$ cat src/rtl/fft_frame_sched.sv
// fft_frame_sched: round-robin frame scheduler sharing one fft_64 engine between two sample requesters
//
// Ports:
//   clk, rst                    clock (rising edge), asynchronous active-high reset
//   i_req       / o_gnt         per-channel frame request / one-hot grant, high for the N LOAD cycles
//   i_ch_valid                  per-channel sample valid
//   i_ch0_real/imag, i_ch1_*    per-channel sample data
//   i_fft_ready                 engine idle and able to accept a start
//   o_fft_start                 one-cycle engine start pulse
//   o_fft_in_real/imag          sample presented to the engine during LOAD, 0 otherwise
//   i_fft_valid, i_fft_out_*    engine output stream, N consecutive valid cycles nominally
//   o_res_valid/ch/idx/real/imag/last  registered result sample tagged with channel and bin
//   o_underrun                  one-cycle pulse: granted channel had no valid sample in a LOAD cycle
//   o_timeout                   one-cycle pulse: engine gave no output within TIMEOUT_CYC WAIT cycles
//   o_busy                      high in every state except IDLE
// Build option: FFT_SCHED_BITREV_EN reports o_res_idx as the bit-reversed output count.
module fft_frame_sched #(
    parameter int N           = 64,
    parameter int DW          = 16,
    parameter int TIMEOUT_CYC = 1024
) (
    input  logic                 clk,
    input  logic                 rst,
    input  logic [1:0]           i_req,
    output logic [1:0]           o_gnt,
    input  logic [1:0]           i_ch_valid,
    input  logic [DW-1:0]        i_ch0_real,
    input  logic [DW-1:0]        i_ch0_imag,
    input  logic [DW-1:0]        i_ch1_real,
    input  logic [DW-1:0]        i_ch1_imag,
    input  logic                 i_fft_ready,
    output logic                 o_fft_start,
    output logic [DW-1:0]        o_fft_in_real,
    output logic [DW-1:0]        o_fft_in_imag,
    input  logic                 i_fft_valid,
    input  logic [DW-1:0]        i_fft_out_real,
    input  logic [DW-1:0]        i_fft_out_imag,
    output logic                 o_res_valid,
    output logic                 o_res_ch,
    output logic [$clog2(N)-1:0] o_res_idx,
    output logic [DW-1:0]        o_res_real,
    output logic [DW-1:0]        o_res_imag,
    output logic                 o_res_last,
    output logic                 o_underrun,
    output logic                 o_timeout,
    output logic                 o_busy
);
    localparam int LW = $clog2(N);
    localparam int TW = $clog2(TIMEOUT_CYC + 1);

    typedef enum logic [2:0] {IDLE, START, LOAD, WAIT, DRAIN} state_t;

    state_t        r_state, w_next;
    logic          r_sel;
    logic [LW-1:0] r_cnt;
    logic [TW-1:0] r_wcnt;
    logic          r_res_valid, r_res_ch, r_res_last;
    logic [LW-1:0] r_res_idx, w_idx;
    logic [DW-1:0] r_res_real, r_res_imag;
    logic          w_pick, w_out, w_sv;

    // r_sel is both the channel being served and the last-granted channel the round robin steers away from
    assign w_pick = (i_req[0] && i_req[1]) ? ~r_sel : i_req[1];
    assign w_out  = i_fft_valid && (r_state == WAIT || r_state == DRAIN);
    assign w_sv   = i_ch_valid[r_sel];

`ifdef FFT_SCHED_BITREV_EN
    for (genvar g = 0; g < LW; g++) begin : g_rev
        assign w_idx[g] = r_cnt[LW-1-g];
    end
`else
    assign w_idx = r_cnt;
`endif

    always_ff @(posedge clk or posedge rst) begin
        if (rst) r_state <= IDLE;
        else     r_state <= w_next;
    end

    always_comb begin
        w_next        = r_state;
        o_gnt         = '0;
        o_fft_start   = 1'b0;
        o_fft_in_real = '0;
        o_fft_in_imag = '0;
        o_underrun    = 1'b0;
        o_timeout     = 1'b0;
        case (r_state)
            IDLE:  if (i_fft_ready && |i_req) w_next = START;
            START: begin
                o_fft_start = 1'b1;
                w_next      = LOAD;
            end
            LOAD: begin
                o_gnt[r_sel]  = 1'b1;
                o_underrun    = ~w_sv;
                o_fft_in_real = !w_sv ? '0 : r_sel ? i_ch1_real : i_ch0_real;
                o_fft_in_imag = !w_sv ? '0 : r_sel ? i_ch1_imag : i_ch0_imag;
                if (r_cnt == LW'(N - 1)) w_next = WAIT;
            end
            WAIT: begin
                if (i_fft_valid) w_next = DRAIN;
                else if (r_wcnt == TW'(TIMEOUT_CYC - 1)) begin
                    o_timeout = 1'b1;
                    w_next    = IDLE;
                end
            end
            DRAIN:   if (i_fft_valid && r_cnt == LW'(N - 1)) w_next = IDLE;
            default: w_next = IDLE;
        endcase
    end

    assign o_busy = r_state != IDLE;

    // r_cnt serves LOAD and then the output count; it wraps to 0 at the end of each phase
    always_ff @(posedge clk or posedge rst) begin
        if (rst) begin
            r_sel       <= 1'b1;
            r_cnt       <= '0;
            r_wcnt      <= '0;
            r_res_valid <= 1'b0;
            r_res_ch    <= 1'b0;
            r_res_idx   <= '0;
            r_res_real  <= '0;
            r_res_imag  <= '0;
            r_res_last  <= 1'b0;
        end else begin
            if (r_state == IDLE && w_next == START) r_sel <= w_pick;
            if (r_state == LOAD || w_out) r_cnt <= r_cnt + 1'b1;
            r_wcnt      <= (r_state == WAIT) ? r_wcnt + 1'b1 : '0;
            r_res_valid <= w_out;
            r_res_last  <= w_out && r_cnt == LW'(N - 1);
            if (w_out) begin
                r_res_ch   <= r_sel;
                r_res_idx  <= w_idx;
                r_res_real <= i_fft_out_real;
                r_res_imag <= i_fft_out_imag;
            end
        end
    end

    assign o_res_valid = r_res_valid;
    assign o_res_ch    = r_res_ch;
    assign o_res_idx   = r_res_idx;
    assign o_res_real  = r_res_real;
    assign o_res_imag  = r_res_imag;
    assign o_res_last  = r_res_last;
endmodule

$ cat config.mk
export PLATFORM = sky130hd
export DESIGN_NAME = fft_frame_sched
export DESIGN_NICKNAME = d
export VERILOG_FILES = /design/src/rtl/fft_frame_sched.sv
export SDC_FILE = /design/constraint.sdc
export NUM_CORES = 1
export LEC_CHECK = 0
export ABC_AREA = 1
export CORE_ASPECT_RATIO = 2
export CORE_UTILIZATION = 41
export DETAILED_ROUTE_END_ITERATION = 7
export PLACE_DENSITY = 0.86
export SLEW_MARGIN = 25
export SYNTH_ARGS = -nofsm -noshare
export SYNTH_HDL_FRONTEND = slang
export SYNTH_SLANG_ARGS = --single-unit
$ cat constraint.sdc
create_clock -name clk -period 5.93 [get_ports clk]
set_input_delay 1.186 -clock clk [delete_from_list [all_inputs] [get_ports clk]]
set_output_delay 1.186 -clock clk [all_outputs]
set_load 0.03 [all_outputs]
==> run metrics <==
status=completed; Num Clock Sinks=62; Initial DRC Count=182; num ports=183; ANT nets after route=0; Tmin final=4473 ps; clock transition at the registers of the reported paths=50 ps; grt total ovfl=0; Inst Count DP=691; Crit Path Max Fanout=32; CP Cell Sequence=clkdlybuf4s50_1 > nand2_1 > nand2_1 > nand2_2 > a21oi_1 > clkdlybuf4s50_1; vias per inst=4.956; TritonCTS Buffers=9; # rows=44; Final HPWL DP=7626 µm; Max rail drop VDD=0.3885 mV; Internal Power=1.449 mW; Netlist cell types=25; endpoints failing hold=0; pin count of the biggest net entering global routing=63; Worst-Skew Late Latency=330 ps; port buffer count=182; Vias=3,504; Initial Util=0.4287; WL/cell=14.93 µm; RSZ-0062 raised after global routing=no; Post-Syn Instances=435; CP max stage delay=760 ps; Max Fclk=223.6 MHz; Remaining DRCs=0; Reg2Reg Setup Slack=3750 ps; cell area power density=474.0 nW/µm²; Hold WC Path Type=reg -> reg; Clock Power Share=0.231; RR Endpoint=o_res_real[7]; Fin Clk Skew=6.653 ps; gr usage total=0.2712; ranking of synthesized cells by area=dfrtp_1, nand2_1, a21oi_1, inv_1, nor2_1; share of the synthesized area in the top cell type=0.4862; max-cap violations=0; most frequent cells in the layout=nand2_1, clkdlybuf4s50_1, dfrtp_1, a21oi_1, nor2_1; register area share after synthesis=0.4946; Worst setup SP type=primary input; Layout area overhead=69.31%; number of global-route vias before repair=3,498; # setup viols final=0; mean post-synth cell area=7.217 µm²; Pleak=2.501 nW; commonest non-fill, non-tap cell in the layout=nand2_1; Synth Warn #=0; WS Path Type=in -> out; Total Power=2.519 mW; worst r2r path cells=7; NetSw=1.070 mW; Post-Syn Area=3139 µm²; Pre-antenna DRT Iters=5; Req. time, crit path=4740 ps; Finished Layout Cells=707; Flop pwr share=0.274; Final nets=716; Worst-Margin Slew=941.8 ps; die height=125.7 µm; Max Buffers Root-to-Sink=2; die area=8032 µm²; n_diodes=0; share of post-route cells with drive strength above 1=0.03902; Yosys top cell by area=dfrtp_1; GPL Wtd Cong=0.8685; utilization after layout=0.7259; die width=63.88 µm; CTS H-tree depth=3; antenna violations before repair=0; relative slew slack=0.3699; final setup TNS=0 ps; worst r2r src=r_state[2]; CP startpoint=i_ch_valid[1]; Post-CTS Resized=0; hold-fix buffer count after cts=0; WHS Endpoint=r_wcnt[0]; hold path start=r_wcnt[0]; clock root cell=clkbuf_16; CTS tree=yes; final WL=10,550 µm; fin crit share=0.7542; Mapped Nets=541; Combinational Power Share=0.495; Slew Limit Fails=0; first-pass GRT wire length=16,730 µm; Worst Setup End Kind=output pin; slowest CP cell=clkdlybuf4s50_1; Arr. time, crit path=3290 ps; Hold Crit Depth=1; Post-CTS Setup Inserts=0; synthesized flop and latch total=62; sw frac=0.4247; core area=7322 µm²
## cell usage after synthesis
cell type,instances
nand3_1,14
o21ai_0,5
buf_6,3
buf_2,10
inv_2,1
nand4_1,3
nand2_1,223
clkbuf_1,6
xor2_1,4
o21a_1,1
nand3b_1,1
nor3_2,1
ha_1,2
a21oi_1,34
inv_1,27
nor2_1,27
nand3_2,1
dfstp_2,1
a31oi_1,1
o21ai_1,4
dfrtp_1,61
inv_4,1
xnor2_1,1
nor3_1,2
nand2_2,1
## state kept, by name, summed over array words and instances, names as in the netlist
| name | flops |
|---|---|
| o_res_last | 1 |
| o_res_ch | 1 |
| r_wcnt | 11 |
| o_res_real | 16 |
| r_sel | 1 |
| r_cnt | 6 |
| r_state | 3 |
| o_res_idx | 6 |
| o_res_imag | 16 |
| o_res_valid | 1 |
## kinds of logic (layout without fill, tap and decap cells)
family,after synthesis,after routing,synth area share
AND/OR/NAND/NOR,273,273,0.3412
buffers and inverters,48,228,0.06935
flip-flops,62,62,0.4946
adder cells (fa/ha/maj),2,2,0.007970
AO/OA/AOI/OAI,45,45,0.07294
XOR/XNOR,5,5,0.01395
## layout make-up
| class | instances | area (µm²) |
|---|---|---|
| clock inverters | 3 | 65.06 |
| flip-flops and latches | 62 | 1553 |
| well taps | 92 | 115.1 |
| clock buffers | 13 | 270.3 |
| fillers | 551 | 2007 |
| repair buffers | 183 | 1829 |
| inverters | 29 | 111.4 |
| multi-input cells | 325 | 1371 |
## layer usage
layer  up-vias  global-route usage  share of wire
li1       1692                   -              -
met1      1611              0.2918           0.35
met2       188              0.4750           0.51
met5         -                   0              0
met4         0              0.1070          0.018
met3        13             0.09330           0.11
## metrics by stage
stage	setup slack (ps)	hold WS, ps	cell area (µm²)
finish	1457	460.6	5315
global route	1307	492.8	5315
CTS	1110	459.9	5313
detailed placement	1160	453.8	4977
global placement	1203	450.0	4977
floorplan	2685	433.1	3139
## power by group through the flow
| stage | logic, mW | clock network [mW] | registers (mW) |
|---|---|---|---|
| after floorplan | 0.537 | 0 | 0.874 |
| after global placement | 1.22 | 0 | 0.684 |
| after detailed placement | 1.24 | 0 | 0.692 |
| after CTS | 1.25 | 0.586 | 0.690 |
| after global routing | 1.34 | 0.602 | 0.710 |
| final | 1.25 | 0.583 | 0.690 |
## worst max-delay path by stage
stage / to / slack (ps) / depth (start not counted)
2_1_floorplan: o_fft_in_imag[0] / 2690 / 5
3_3_place_gp: o_fft_in_real[3] / 1200 / 6
3_5_place_dp: o_fft_in_real[2] / 1160 / 6
4_1_cts: o_fft_in_real[2] / 1110 / 6
5_1_grt: o_fft_in_real[3] / 1310 / 6
6_report: o_fft_in_real[2] / 1460 / 6
## critical path, delay by kind of cell
| family | cells | cell delay (ps) |
|---|---|---|
| compound gates | 1 | 360 |
| buf+inv | 2 | 1220 |
| simple gates | 3 | 520 |
Power figures use the tool's default switching activity.
